$ cat src/rtl/ntt_scheduler.sv
// Address/twiddle sequencer for the Kyber 256-point NTT and inverse NTT.
// Emits one butterfly (or final scaling) command per handshake. All outputs are registered.
module ntt_scheduler #(
    parameter int N    = 256,
    parameter int LOGN = 8
) (
    input  logic       clk,
    input  logic       rst,
    input  logic       start,
    input  logic       inverse,
    output logic       bf_valid,
    input  logic       bf_ready,
    output logic [7:0] addr_a,
    output logic [7:0] addr_b,
    output logic [6:0] zeta_idx,
    output logic       scale,
    output logic [2:0] layer,
    output logic       busy,
    output logic       done
);
    localparam int            CW         = LOGN + 1;
    localparam logic [CW-1:0] SCALE_LAST = CW'(N - 1);
    localparam logic [6:0]    LAYER_LAST = 7'(N / 2 - 1);
    localparam logic [2:0]    LAST_LAYER = 3'(LOGN - 2);

    typedef enum logic [1:0] {IDLE, RUN, SCALE, DONE} state_t;

    typedef struct packed {
        logic [7:0] a;
        logic [7:0] b;
        logic [6:0] z;
    } cmd_t;

    state_t        state_q, state_d;
    logic          inv_q, inv_d;
    logic [2:0]    layer_q, layer_d;
    logic [CW-1:0] cnt_q, cnt_d;
    logic [CW-1:0] cnt_inc;
    cmd_t          cmd_q, cmd_d;
    logic          bf_valid_q, bf_valid_d;
    logic          scale_q, scale_d;
    logic          busy_q, busy_d;
    logic          done_q, done_d;
    logic          xfer;

    // Butterfly command for transfer c of layer lyr. Forward halves len each layer
    // with zetas counting up; inverse doubles len with zetas counting down.
    function automatic cmd_t bf_cmd(input logic inv, input logic [2:0] lyr, input logic [6:0] c);
        logic [7:0] len;
        logic [6:0] grp;
        logic [7:0] base;
        logic [7:0] off;
        cmd_t       r;
        if (!inv) begin
            len = 8'd128 >> lyr;
            grp = c >> (3'd7 - lyr);
        end else begin
            len = 8'd2 << lyr;
            grp = c >> (lyr + 3'd1);
        end
        base = ({1'b0, grp} * len) << 1;
        off  = {1'b0, c} & (len - 8'd1);
        r.a  = base + off;
        r.b  = r.a + len;
        r.z  = inv ? ((7'd127 >> lyr) - grp) : ((7'd1 << lyr) + grp);
        return r;
    endfunction

    assign xfer    = bf_valid_q & bf_ready;
    assign cnt_inc = cnt_q + CW'(1);

    always_comb begin
        state_d    = state_q;
        inv_d      = inv_q;
        layer_d    = layer_q;
        cnt_d      = cnt_q;
        cmd_d      = cmd_q;
        bf_valid_d = bf_valid_q;
        scale_d    = scale_q;
        busy_d     = busy_q;
        done_d     = 1'b0;
        case (state_q)
            IDLE: begin
                if (start) begin
                    state_d    = RUN;
                    inv_d      = inverse;
                    layer_d    = 3'd0;
                    cnt_d      = '0;
                    cmd_d      = bf_cmd(inverse, 3'd0, 7'd0);
                    bf_valid_d = 1'b1;
                    busy_d     = 1'b1;
                    scale_d    = 1'b0;
                end
            end
            RUN: begin
                if (xfer) begin
                    if (cnt_q[6:0] != LAYER_LAST) begin
                        cnt_d = cnt_inc;
                        cmd_d = bf_cmd(inv_q, layer_q, cnt_inc[6:0]);
                    end else if (layer_q != LAST_LAYER) begin
                        layer_d = layer_q + 3'd1;
                        cnt_d   = '0;
                        cmd_d   = bf_cmd(inv_q, layer_q + 3'd1, 7'd0);
                    end else if (inv_q) begin
                        state_d = SCALE;
                        cnt_d   = '0;
                        cmd_d   = '0;
                        scale_d = 1'b1;
                    end else begin
                        state_d    = DONE;
                        cnt_d      = '0;
                        cmd_d      = '0;
                        bf_valid_d = 1'b0;
                        busy_d     = 1'b0;
                        done_d     = 1'b1;
                    end
                end
            end
            SCALE: begin
                // 9-bit counter so the terminal count 255 cannot alias the first command.
                if (xfer) begin
                    if (cnt_q == SCALE_LAST) begin
                        state_d    = DONE;
                        cnt_d      = '0;
                        cmd_d      = '0;
                        scale_d    = 1'b0;
                        bf_valid_d = 1'b0;
                        busy_d     = 1'b0;
                        done_d     = 1'b1;
                    end else begin
                        cnt_d   = cnt_inc;
                        cmd_d.a = cnt_inc[7:0];
                        cmd_d.b = 8'd0;
                        cmd_d.z = 7'd0;
                    end
                end
            end
            DONE:    state_d = IDLE;
            default: state_d = IDLE;
        endcase
    end

    always_ff @(posedge clk or posedge rst) begin
        if (rst) begin
            state_q    <= IDLE;
            inv_q      <= 1'b0;
            layer_q    <= 3'd0;
            cnt_q      <= '0;
            cmd_q      <= '0;
            bf_valid_q <= 1'b0;
            scale_q    <= 1'b0;
            busy_q     <= 1'b0;
            done_q     <= 1'b0;
        end else begin
            state_q    <= state_d;
            inv_q      <= inv_d;
            layer_q    <= layer_d;
            cnt_q      <= cnt_d;
            cmd_q      <= cmd_d;
            bf_valid_q <= bf_valid_d;
            scale_q    <= scale_d;
            busy_q     <= busy_d;
            done_q     <= done_d;
        end
    end

    assign bf_valid = bf_valid_q;
    assign addr_a   = cmd_q.a;
    assign addr_b   = cmd_q.b;
    assign zeta_idx = cmd_q.z;
    assign scale    = scale_q;
    assign layer    = layer_q;
    assign busy     = busy_q;
    assign done     = done_q;

endmodule

$ cat config.mk
export PLATFORM = sky130hd
export DESIGN_NAME = ntt_scheduler
export DESIGN_NICKNAME = d
export VERILOG_FILES = /design/src/rtl/ntt_scheduler.sv
export SDC_FILE = /design/constraint.sdc
export NUM_CORES = 1
export LEC_CHECK = 0
export BUFFER_PORTS_ARGS = -buffer_cell sky130_fd_sc_hd__buf_4
export CAP_MARGIN = 40
export CORE_AREA = 10 10 73 136
export CTS_BUF_LIST = sky130_fd_sc_hd__clkbuf_16
export CTS_CLUSTER_DIAMETER = 30
export DETAILED_ROUTE_END_ITERATION = 10
export DIE_AREA = 0 0 83 146
export GPL_TIMING_DRIVEN = 0
export HOLD_SLACK_MARGIN = 0.06
export PLACE_DENSITY = 0.8
export SYNTH_ARGS = -nofsm -noshare
export SYNTH_HDL_FRONTEND = slang
export SYNTH_SLANG_ARGS = --single-unit
$ cat constraint.sdc
create_clock -name clk -period 8.5 [get_ports clk]
set_input_delay 1.7 -clock clk [delete_from_list [all_inputs] [get_ports clk]]
set_output_delay 1.7 -clock clk [all_outputs]
set_load 0.05 [all_outputs]
==> results of run 1 <==
## stage by stage
| stage | hold WS, ps | worst slack [ps] |
|---|---|---|
| 2_1_floorplan | 494 | 1690 |
| 3_3_place_gp | 464 | 1310 |
| 3_5_place_dp | 472 | 1230 |
| 4_1_cts | 485 | 1200 |
| 5_1_grt | 507 | 722 |
| 6_report | 478 | 1110 |
## layout make-up
cell class                 count  area (sq um)
tap                           96           120
buffer                        35           155
clock inverter                 3          17.5
timing repair buffer          35           275
fill                         706          2620
inverter                      41           154
multi-input combinational    482          3340
clock buffer                   5           125
sequential                    41          1030
## critical path: stages, from the launching register on
cell,delay [ps]
sky130_fd_sc_hd__dfrtp_1,530
sky130_fd_sc_hd__ha_1,290
sky130_fd_sc_hd__inv_1,80
sky130_fd_sc_hd__ha_1,270
sky130_fd_sc_hd__buf_2,180
sky130_fd_sc_hd__nand2b_1,220
sky130_fd_sc_hd__o21ai_1,350
sky130_fd_sc_hd__o311ai_0,220
sky130_fd_sc_hd__or3_1,380
sky130_fd_sc_hd__nand3_1,250
sky130_fd_sc_hd__nand2_1,130
sky130_fd_sc_hd__fa_1,530
sky130_fd_sc_hd__inv_1,40
sky130_fd_sc_hd__ha_1,300
sky130_fd_sc_hd__fa_1,510
sky130_fd_sc_hd__fa_1,490
sky130_fd_sc_hd__ha_1,330
sky130_fd_sc_hd__xnor2_1,210
sky130_fd_sc_hd__ha_1,280
sky130_fd_sc_hd__a21oi_1,130
sky130_fd_sc_hd__xnor3_1,420
sky130_fd_sc_hd__xnor2_1,230
sky130_fd_sc_hd__xnor2_1,210
sky130_fd_sc_hd__xnor3_1,500
sky130_fd_sc_hd__nor2_1,110
sky130_fd_sc_hd__o21ai_1,70
## layer usage
layer	vias up	routed length (um)	GRT usage, %	share of wire, %
li1	2158	-	-	-
met1	2081	5570	25.7	41
met2	204	6680	37.4	49
met3	48	757	3.59	5.6
met4	0	616	10.3	4.5
met5	-	0	0	0
## state kept, by name, indices dropped and copies added (netlist names)
signal    flops
scale         1
zeta_idx      7
busy          1
state_q       2
layer         3
addr_b        8
done          1
cnt_q         9
inv_q         1
addr_a        8
## where the power goes
group          total, mW  switching, mW  internal, mW  leakage, nW
sequential         0.300         0.0461         0.254        0.543
clock              0.188         0.0803         0.108       0.0696
combinational       1.38          0.927         0.458         1.84
## cells in the mapped netlist, types with 5 or more instances
cell                        n
sky130_fd_sc_hd__nand3_1   15
sky130_fd_sc_hd__xnor2_1   26
sky130_fd_sc_hd__ha_1      55
sky130_fd_sc_hd__a22oi_1    5
sky130_fd_sc_hd__nor3_1    11
sky130_fd_sc_hd__o21bai_1   6
sky130_fd_sc_hd__o21ai_0   59
sky130_fd_sc_hd__fa_1      11
sky130_fd_sc_hd__inv_1     38
sky130_fd_sc_hd__a21oi_1   52
sky130_fd_sc_hd__clkbuf_1  22
sky130_fd_sc_hd__nand2_1   75
sky130_fd_sc_hd__a31oi_1    6
sky130_fd_sc_hd__and2_1     6
sky130_fd_sc_hd__nor2b_1   14
sky130_fd_sc_hd__or3_1      5
sky130_fd_sc_hd__dfrtp_1   41
sky130_fd_sc_hd__xor2_1    15
sky130_fd_sc_hd__nand2b_1   7
sky130_fd_sc_hd__nor2_1    40
sky130_fd_sc_hd__buf_2     10
sky130_fd_sc_hd__a21o_1    11
## path summary, 6_finish.rpt
check	startpoint	end	slack, ps	cells after the start
min reg2reg	addr_b[4]	addr_b[4]	480	2
max in group asynchronous	rst	zeta_idx[3]	6740	3
min in group asynchronous	rst	addr_a[3]	1320	2
max	layer[1]	addr_b[7]	1110	25
min	addr_b[4]	addr_b[4]	480	2
max reg2reg	layer[1]	addr_b[7]	1110	25
## cells by family (layout without fill, tap and decap cells)
group	Yosys count	after routing	share of synthesized area [%]
adders and majority gates	66	66	19.4
and+or+nand+nor	190	190	18.8
DFF	41	41	22.0
muxes	6	6	1.37
AOI/OAI and AO/OA	176	176	23.1
other	1	1	0.0803
buffers and inverters	76	119	6.61
xor gates and xnor gates	43	43	8.65
==> results.md, run 1 <==
Clock tree:
- The TritonCTS buffer count is 5.
- The post-cts resize count is 0.
- The clock-pin slew reported for the worst setup and hold paths after clock tree synthesis is around 60 ps.
- The number of H-tree branching levels is 2.
- The buffers inserted during post-CTS setup optimization is 0.
- The deepest clock path buffer count is 2.
- The clock drives a little over 40 sinks.
- TritonCTS built the clock tree.
- The tree is rooted in a sky130_fd_sc_hd__clkbuf_16.
- The count of hold buffers inserted by post-cts repair is 0.
- The clock latency of the later-clocked register in the worst-skew pair is roughly 290 ps.

Logic synthesis:
- The cell count after synthesis is approximately 600.
- The synthesized design contains 0 enable-type register cells.
- During synthesis, Yosys emitted a total of 0 warnings.
- By area the synthesized netlist is led by sky130_fd_sc_hd__dfrtp_1, sky130_fd_sc_hd__ha_1, sky130_fd_sc_hd__o21ai_0, sky130_fd_sc_hd__nand2_1, sky130_fd_sc_hd__a21oi_1.
- The flip-flop and latch count after synthesis is ~40.
- Synthesis produced a netlist with a net count of 670.
- In this run the mean area of a mapped cell was 7.80 sq um.
- The mapped netlist covers 0.00467 sq mm.
- The most common flop cell mapped by yosys is sky130_fd_sc_hd__dfrtp_1.
- For this run, asynchronously set or reset flops after synthesis account for 100%.
- The distinct cell type count of the synthesized netlist is between 50 and 60.
- The top cell type by area accounts for between 20% and 30% of the synthesized area.
- The post-synthesis sequential area ratio is between 20% and 30%.
- Summed over all instances, the cell type with the most area after synthesis is sky130_fd_sc_hd__dfrtp_1.

Worst setup path:
- The endpoint type of the worst setup path is a flop.
- The type of element launching the critical path is a flop.
- The signal arrival time at the worst endpoint is 7560 ps.
- By startpoint and endpoint, the worst setup path is classified as flop to flop.
- Along the worst path, the maximum fanout reaches 10.
- For the worst setup path, the data required time is roughly 8700 ps.

Global route:
- The first-pass GRT wire length is 22,400 um.
- The aggregate global-route resource usage is 21.9%.
- The largest net degree at the start of global routing is 34.
- The total global routing overflow is 0.
- The number of antenna violations at the first check in global routing is 0.
- The number of global-route vias before repair was 4,524.

Detailed routing:
- Detailed routing inserted a total of around 4,500 vias.
- After detailed routing, the number of vias per cell comes to slightly above 6.
- In the routed design, unresolved DRC markers number 0.
- The number of search-and-repair iterations in the first detailed-routing pass is 5.
- Dividing the detail-routed wire length by the instance count gives around 18 um.
- The final layout contains routed wiring with a total length of 13,600 um.
- The number of nets still failing antenna checks after routing is 0.
- The first routing iteration left between 400 and 500 violations.

Cells and area:
- The layout overhead on the synthesized area is 11.5%.
- At the end of the flow, the number of nets in the layout was between 700 and 800.
- The fraction of layout instances using a drive strength above 1 is roughly 11%.
- The final standard cell count with taps included and fillers excluded is around 740.
- Leaving out fill and tap cells, the most frequent cell in the layout is sky130_fd_sc_hd__nand2_1.
- The number of antenna diodes is 0.
- The finished layout cell area is roughly 0.0052 sq mm.
- The utilization after layout is between 60% and 70%.
- In the layout the commonest cells are sky130_fd_sc_hd__nand2_1, sky130_fd_sc_hd__o21ai_0, sky130_fd_sc_hd__ha_1.

Floorplanning:
- Measured along the x axis, the die boundary spans around 83 um.
- The die height is 146 um.
- The initial utilization of the core area, before any placement, comes to 59.7%.
- The total area inside the core boundary comes to 0.00783 sq mm.
- The die covers around 0.012 sq mm.
- In this run the core area contains between 40 and 50 standard-cell rows.
- The boundary pin count is 35.

Timing:
- The number of hold violations in the final report was 0.
- The post-route clock skew is about 3.3 ps.
- Setup repair after global routing left no endpoint under its margin.
- After layout, the minimum clock period comes to between 7000 and 8000 ps.
- Setup violations remaining at the end of the flow were counted as 0.
- In the finished design, the share of the clock period the worst path needs comes to between 80% and 90%.
- Adding up every negative setup slack in the final design gives 0 ps.
- The final-report max-slew violation count is 0.
- The highest clock rate is 135 MHz.
- The slew at the pin closest to its max-slew limit is around 760 ps.
- Measured against its own limit, the worst slew margin works out to about half.

Placement:
- The number of placed cells counting well taps is 730.
- The final estimated routing congestion in global placement is around 1.
- The placed cell area is around 0.0051 sq mm.
- The wire-length estimate of the detail-placed layout is 10,500 um.
- The count of port buffers added during placement is 34.

Flow run:
- Max-cap violations in this run came to 0.

Pwr:
- The analysis attributes to cell leakage a power of ~2.4 nW.
- In this run the power density over the cells is 359 mW/mm^2.
- IR analysis of the VDD net gives a maximum drop of around 340 uV.
- The overall power of the completed layout is around 1.9 mW.

Worst hold path:
- The worst hold path belongs to the class flop to flop.

Run status:
- The run finished with clean final reports.
(Power assumes the default switching activity.)
==> inputs of run 2 (changes only) <==
- CORE_AREA: 10 10 73 136 -> 10 10 89 111
- DIE_AREA: 0 0 83 146 -> 0 0 99 121
==> results.md, run 2 (synthesized netlist as in run 1, its figures left out) <==
Cells and area:
- The register with the most flip-flops is cnt_q.
- The filler cells instantiated in the layout total around 690.
- The register with the most flip-flops in the layout has 9 of them.
- The layout overhead on the synthesized area is 11.9%.
- The number of nets in the finished design is approximately 700.
- The number of antenna diodes in the final layout is 0.
- The area of the multi-input gates is 0.00334 sq mm.
- The post-route netlist has 11.1% of its cells at a drive strength greater than 1.
- In the layout the commonest cells are sky130_fd_sc_hd__nand2_1, sky130_fd_sc_hd__o21ai_0, sky130_fd_sc_hd__ha_1.
- For this run, the share of the core covered by cells in the final layout is 67.9%.
- The most common library cell in the layout ignoring fill and taps is sky130_fd_sc_hd__nand2_1.
- The footprint of the flip-flops and latches is approximately 0.0010 sq mm.

Floorplanning:
- In this run the core area contains 36 standard-cell rows.
- The die is about 120 um tall.
- After floorplanning, the core was sized to cover between 0.007 and 0.008 sq mm.
- The die outline width is a little under 100 um.
- The initial utilization of the core area, before any placement, comes to a little over 60%.
- The boundary pin count is 35.
- The die covers approximately 0.012 sq mm.

Timing:
- After layout, the worst setup slack is 1010 ps.
- For the final routed database, the setup TNS stands at 0 ps.
- The number of hold violations in the final report was 0.
- The post-route clock skew is about 1.8 ps.
- Subtracting the final worst setup slack from the clock period gives between 7000 and 8000 ps.
- The relative slew slack is roughly 56%.
- Setup repair after global routing left no endpoint under its margin.
- The total setup violations reported at the end of the flow is 0.
- Derived from the worst setup path, the maximum achievable clock frequency is approximately 130 MHz.
- The final-report max-slew violation count is 0.
- The share of the clock period used by the worst path after layout is 88.1%.
- The slew at the pin closest to its max-slew limit is approximately 660 ps.

Pwr:
- The power density over the cells is around 360 mW/mm^2.
- Overall power consumption after layout is estimated at between 1.5 and 2 mW.
- The worst-case IR drop observed on VDD is about 380 uV.
- Summed over all cells, the static leakage comes to approximately 2.5 nW.

Detailed routing:
- The number of remaining DRC errors is 0.
- Summed over all layers, the routed wires come to around 14,000 um.
- The total number of vias is between 4,000 and 5,000.
- The detail-routed via count per cell is 6.21.
- The number of DRC markers in iteration 0 is approximately 470.
- The first TritonRoute pass finished after 5 iterations.
- Once detail routing completed, the nets flagged for antenna violations numbered 0.
- In the final routed layout, each cell accounts on average for 18.3 um.

Worst setup path:
- Along the worst path, the maximum fanout reaches 10.
- The worst register-to-register path ends at addr_b[7].
- The start of the worst register-to-register path is layer[1].
- The setup slack of the worst register-to-register path is approximately 1000 ps.
- At the worst endpoint, the arrival time is 7660 ps.
- The largest incremental delay on the critical path is 550 ps.
- The required time of the critical path is 8670 ps.
- Counting stages on the worst path, the most repeated cell is sky130_fd_sc_hd__ha_1.
- For this design, the slowest cell found on the critical path is sky130_fd_sc_hd__dfrtp_1.
- The worst setup path is launched from a flop.
- The length in cells of the worst reg-to-reg path is 25.
- The endpoint type of the worst setup path is a flop.
- The class of the most critical setup path is flop to flop.

Global route:
- For this run the aggregate overflow at the end of global routing stands at 0.
- The first global-routing pass estimated 22,000 um of wire.
- Across every metal layer, demand over resource in global routing totals about 22%.
- The number of antenna violations at the first check in global routing is 0.
- The number of global-route vias before repair came to 4,542.
- The largest net degree at the start of global routing is 34.

Clock tree:
- In this run, post-CTS hold repair placed 0 buffers.
- The TritonCTS clock tree is yes.
- Clock-pin slew was measured on the worst setup and hold paths at about 60 ps.
- The TritonCTS buffer count is 5.
- Post-CTS repair changed the size of 0 cells.
- The buffers inserted during post-CTS setup optimization is 0.
- The clock latency of the later-clocked register in the worst-skew pair is 290 ps.
- Clock tree synthesis found a total of 41 sinks.
- The clock passes through at most 2 buffers.
- CTS placed an instance of sky130_fd_sc_hd__clkbuf_16 at the clock tree root.
- The H-tree generated during clock tree synthesis spans 2 levels.

Worst hold path:
- The start point of the worst hold path is zeta_idx[1].
- The worst hold path was traced through 2 stages.
- The classification of the worst-slack hold path is flop to flop.
- The end of the worst hold path is zeta_idx[1].

Run status:
- The run finished with clean final reports.

Placement:
- The count of buffers added on input and output ports is 34.
- Routability-driven placement finished with a final weighted congestion of roughly 0.97.
- The worst-case setup slack after placement is 1070 ps.
- The HPWL reported at the end of detailed placement is 10,800 um.

Flow run:
- The tool flagged a number of max-cap violations equal to 0.
[run 2: changes by cell type in the layout (fill, tap and decap cells not counted), sizes merged]
cell / change
bufinv: +1
clkinvlp: -1
inv: +1
clkinv: -1
[run 2: worst max-delay path by stage]
stage / start / endpoint / slack [ps] / cells past startpoint
2_1_floorplan: layer[1] / addr_b[7] / 1690 / 25
3_3_place_gp: layer[1] / addr_b[7] / 1150 / 25
3_5_place_dp: layer[1] / addr_b[7] / 1070 / 25
4_1_cts: layer[1] / addr_b[7] / 1030 / 25
5_1_grt: layer[1] / addr_b[7] / 680 / 25
6_report: layer[1] / addr_b[7] / 1010 / 25
[run 2: where the power goes]
| group | internal (mW) | total [mW] | switching, mW |
|---|---|---|---|
| combinational | 0.459 | 1.38 | 0.921 |
| sequential | 0.254 | 0.301 | 0.0471 |
| clock | 0.137 | 0.215 | 0.0785 |
[run 2: routing by layer]
layer / track usage, % / up-vias / share of wire [%]
met5: 0 / - / 0
met1: 25.2 / 2165 / 39
met4: 12.7 / 0 / 4.7
li1: - / 2149 / -
met2: 38.4 / 216 / 49
met3: 3.02 / 47 / 6.9
[run 2: through the flow]
stage                     area, sq um  hold WS (ps)  std cells
final                            5230           487        737
after global routing             5230           514        737
after CTS                        5230           490        737
after detailed placement         5070           474        729
after global placement           5050           465        728
after floorplan                  4670           494        599
[run 2: final cells by class]
cell class                 count  share of cell area [%]
buffer                        35                    2.97
clock inverter                 3                   0.718
multi-input combinational    482                    63.8
inverter                      41                    2.94
tap                           95                    2.27
timing repair buffer          35                    5.26
sequential                    41                    19.6
clock buffer                   5                    2.39
[run 2: worst max-delay path: cells and delay by family, from the launching register on]
kind / cells / cell delay [ps]
AO/OA/AOI/OAI: 4 / 850
adder cells (fa/ha/maj): 8 / 3040
AND/OR/NAND/NOR: 5 / 1120
XOR/XNOR: 5 / 1500
flip-flops: 1 / 550
buffers and inverters: 3 / 320
==> inputs of run 3 (changes only) <==
- CORE_AREA: 10 10 89 111 -> 10 10 103 127
- DIE_AREA: 0 0 99 121 -> 0 0 113 137
- PLACE_DENSITY: 0.8 -> unset
==> results.md, run 3 (synthesized netlist as in run 1, its figures left out) <==
Run status:
- The run finished with clean final reports.

Global route:
- Entering global routing, the biggest net connects 38 pins.
- The number of global-route vias before repair was about 4,400.
- The number of antenna violations at the first check in global routing is 0.
- For this run the aggregate overflow at the end of global routing stands at 0.
- The first global-routing pass estimated around 23,000 um of wire.
- The aggregate global-route resource usage is 17.8%.

Detailed routing:
- In this run the remaining antenna-violating nets after routing total 0.
- For this block, the initial DRC count from the detailed router was ~330.
- After detailed routing, the number of remaining DRC violations is 0.
- The routed layout has 4,356 vias.
- The first TritonRoute pass finished after 7 iterations.
- In the routed layout, each cell is associated on average with a via count of ~5.6.
- The total wire length is ~14,000 um.
- After detailed routing, the average wire length per cell comes to roughly 18 um.

Cells and area:
- The register with the most flip-flops is cnt_q.
- The filler cell count in the final layout is 1,054.
- The finished layout cell area is about 0.0053 sq mm.
- The number of flip-flops in the largest register is 9.
- Summing all flip-flop and latch instances after layout gives just over 0.001 sq mm.
- In the layout the commonest cells are sky130_fd_sc_hd__nand2_1, sky130_fd_sc_hd__o21ai_0, sky130_fd_sc_hd__ha_1.
- The repair_antennas step left the layout with diodes totalling 0.
- The number of nets in the finished design is ~710.
- The fraction of layout instances using a drive strength above 1 is 11.2%.
- The library cell used most frequently in the layout, excluding fill and tap cells, is sky130_fd_sc_hd__nand2_1.
- The final standard cell count with taps included and fillers excluded is just under 800.
- In the final layout, the multi-input gates occupy around 0.0033 sq mm.
- The layout overhead on the synthesized area is 12.4%.

Floorplanning:
- The effective utilization at floorplan is around 44%.
- The die height is between 100 and 150 um.
- 35 I/O pins were placed.
- After floorplanning, the core was divided into 42 placement rows.
- The core region is roughly 0.011 sq mm.
- The die area is between 0.015 and 0.02 sq mm.
- The die outline width is 113 um.

Worst hold path:
- The classification of the worst-slack hold path is flop to flop.
- The start point of the worst hold path is addr_a[4].
- The count of cells along the worst hold path is 2.
- The end of the worst hold path is addr_a[4].

Pwr:
- The worst supply voltage drop on vdd is 108 uV.
- For this design the static power due to leakage is 2.45 nW.
- The design draws 1.86 mW.
- Power spread over the standard cell area amounts to roughly 350 mW/mm^2.

Clock tree:
- The deepest clock path buffer count is 2.
- The tree is rooted in a sky130_fd_sc_hd__clkbuf_16.
- After clock tree synthesis, the clock-pin slew on the worst setup and hold paths is about 60 ps.
- CTS built an H-tree with a depth of 2.
- The TritonCTS buffer count is 5.
- The count of clock tree sinks is 41.
- TritonCTS built the clock tree.
- Buffers inserted to repair hold after CTS numbered 0.
- The number of gates resized after CTS was 0.
- Clock latency on the worst-skew pair, taken at its later pin, is 290 ps.
- Buffers added to address setup during post-CTS repair amount to 0.

Timing:
- The highest clock rate is 132 MHz.
- The post-route clock skew is between 5 and 6 ps.
- The slew at the pin closest to its max-slew limit is about 740 ps.
- Setup repair after global routing left no endpoint under its margin.
- Setup slack closes at between 900 and 1000 ps.
- The post-layout minimum cycle time is ~7600 ps.
- Setup total negative slack on the finished layout was measured at 0 ps.
- The final-report max-slew violation count is 0.
- The number of hold violations in the final report is 0.
- In this run the tightest slew margin relative to its limit is 50.3%.
- Dividing the final minimum period by the clock period gives between 80% and 90%.
- The total setup violations reported at the end of the flow is 0.

Worst setup path:
- The class of the most critical setup path is flop to flop.
- The worst register-to-register path ends at addr_b[7].
- The required time of the critical path is roughly 8700 ps.
- Along the worst path, the maximum fanout reaches 10.
- Among cell families on the critical path, the largest total delay comes from adder cells.
- The setup slack of the worst register-to-register path is between 900 and 1000 ps.
- The startpoint identified for the worst register-to-register timing path is layer[1].
- For the worst setup path, the data arrival time is just under 8000 ps.
- The endpoint type of the worst setup path is a flop.
- The number of buffers and inverters on the critical path is 3.
- The largest single stage delay on the critical path is around 540 ps.
- The master of the slowest instance on the critical path is sky130_fd_sc_hd__dfrtp_1.
- The worst setup path is launched from a flop.
- The most numerous cell type found on the critical path is sky130_fd_sc_hd__ha_1.
- The length in cells of the worst reg-to-reg path is 27.

Placement:
- Detailed placement finished with a half-perimeter wire length of approximately 11,000 um.
- The placed cell area is about 0.0051 sq mm.
- The count of buffers added on input and output ports is 34.
- Prior to clock tree synthesis, the placed netlist has a worst setup slack of ~980 ps.
- The number of placed cells counting well taps is approximately 770.
- Routability-driven placement finished with a final weighted congestion of around 0.92.

Flow run:
- Across the run, the number of max-cap violations was 0.
## run 3: cell types whose count changed in the layout (fill, tap and decap cells not counted)
cell and change:
sky130_fd_sc_hd__bufinv_16 -1, sky130_fd_sc_hd__clkinv_1 -1, sky130_fd_sc_hd__clkinv_2 +2
## run 3: area by class of cell
cell class                      instances  area share, %
Clock buffer                            5           2.38
Clock inverter                          3          0.262
Buffer                                 35           2.95
Timing Repair Buffer                   35           5.24
Inverter                               41           2.93
Multi-Input combinational cell        482           63.5
Sequential cell                        41           19.5
Tap cell                              132           3.15
## run 3: through the flow
stage / util [%] / hold WS (ps)
2_1_floorplan: - / 494
3_3_place_gp: 48.2 / 466
3_5_place_dp: 48.4 / 474
4_1_cts: 49.7 / 488
5_1_grt: 49.7 / 507
6_report: 49.7 / 479
## run 3: how the worst max path moves through the flow
stage,cells after the start,slack (ps),end,from
5_1_grt,27,520,addr_b[7],layer[1]
3_5_place_dp,27,980,addr_b[7],layer[1]
3_3_place_gp,27,1060,addr_b[7],layer[1]
4_1_cts,27,940,addr_b[7],layer[1]
2_1_floorplan,25,1690,addr_b[7],layer[1]
6_report,27,930,addr_b[7],layer[1]
## run 3: power breakdown
group / total, mW / switching, mW / internal (mW)
Combinational: 1.37 / 0.914 / 0.457
Sequential: 0.300 / 0.0462 / 0.254
Clock: 0.188 / 0.0807 / 0.107
Total: 1.86 / 1.04 / 0.818
## run 3: tightest hold or removal path, cell delays in order (launching register included)
cell and delay (ps):
sky130_fd_sc_hd__dfrtp_1 340, sky130_fd_sc_hd__nand2_1 50, sky130_fd_sc_hd__o21ai_0 60
## run 3: per-layer routing
| layer | up-vias | part of all wire (%) | wire length, um | global-route usage [%] |
|---|---|---|---|---|
| met5 | - | 0 | 0 | 0 |
| met4 | 0 | 3.3 | 454 | 8.40 |
| met3 | 27 | 3.9 | 532 | 1.58 |
| met2 | 119 | 50 | 6870 | 31.4 |
| met1 | 2058 | 43 | 5870 | 21.4 |
| li1 | 2152 | - | - | - |
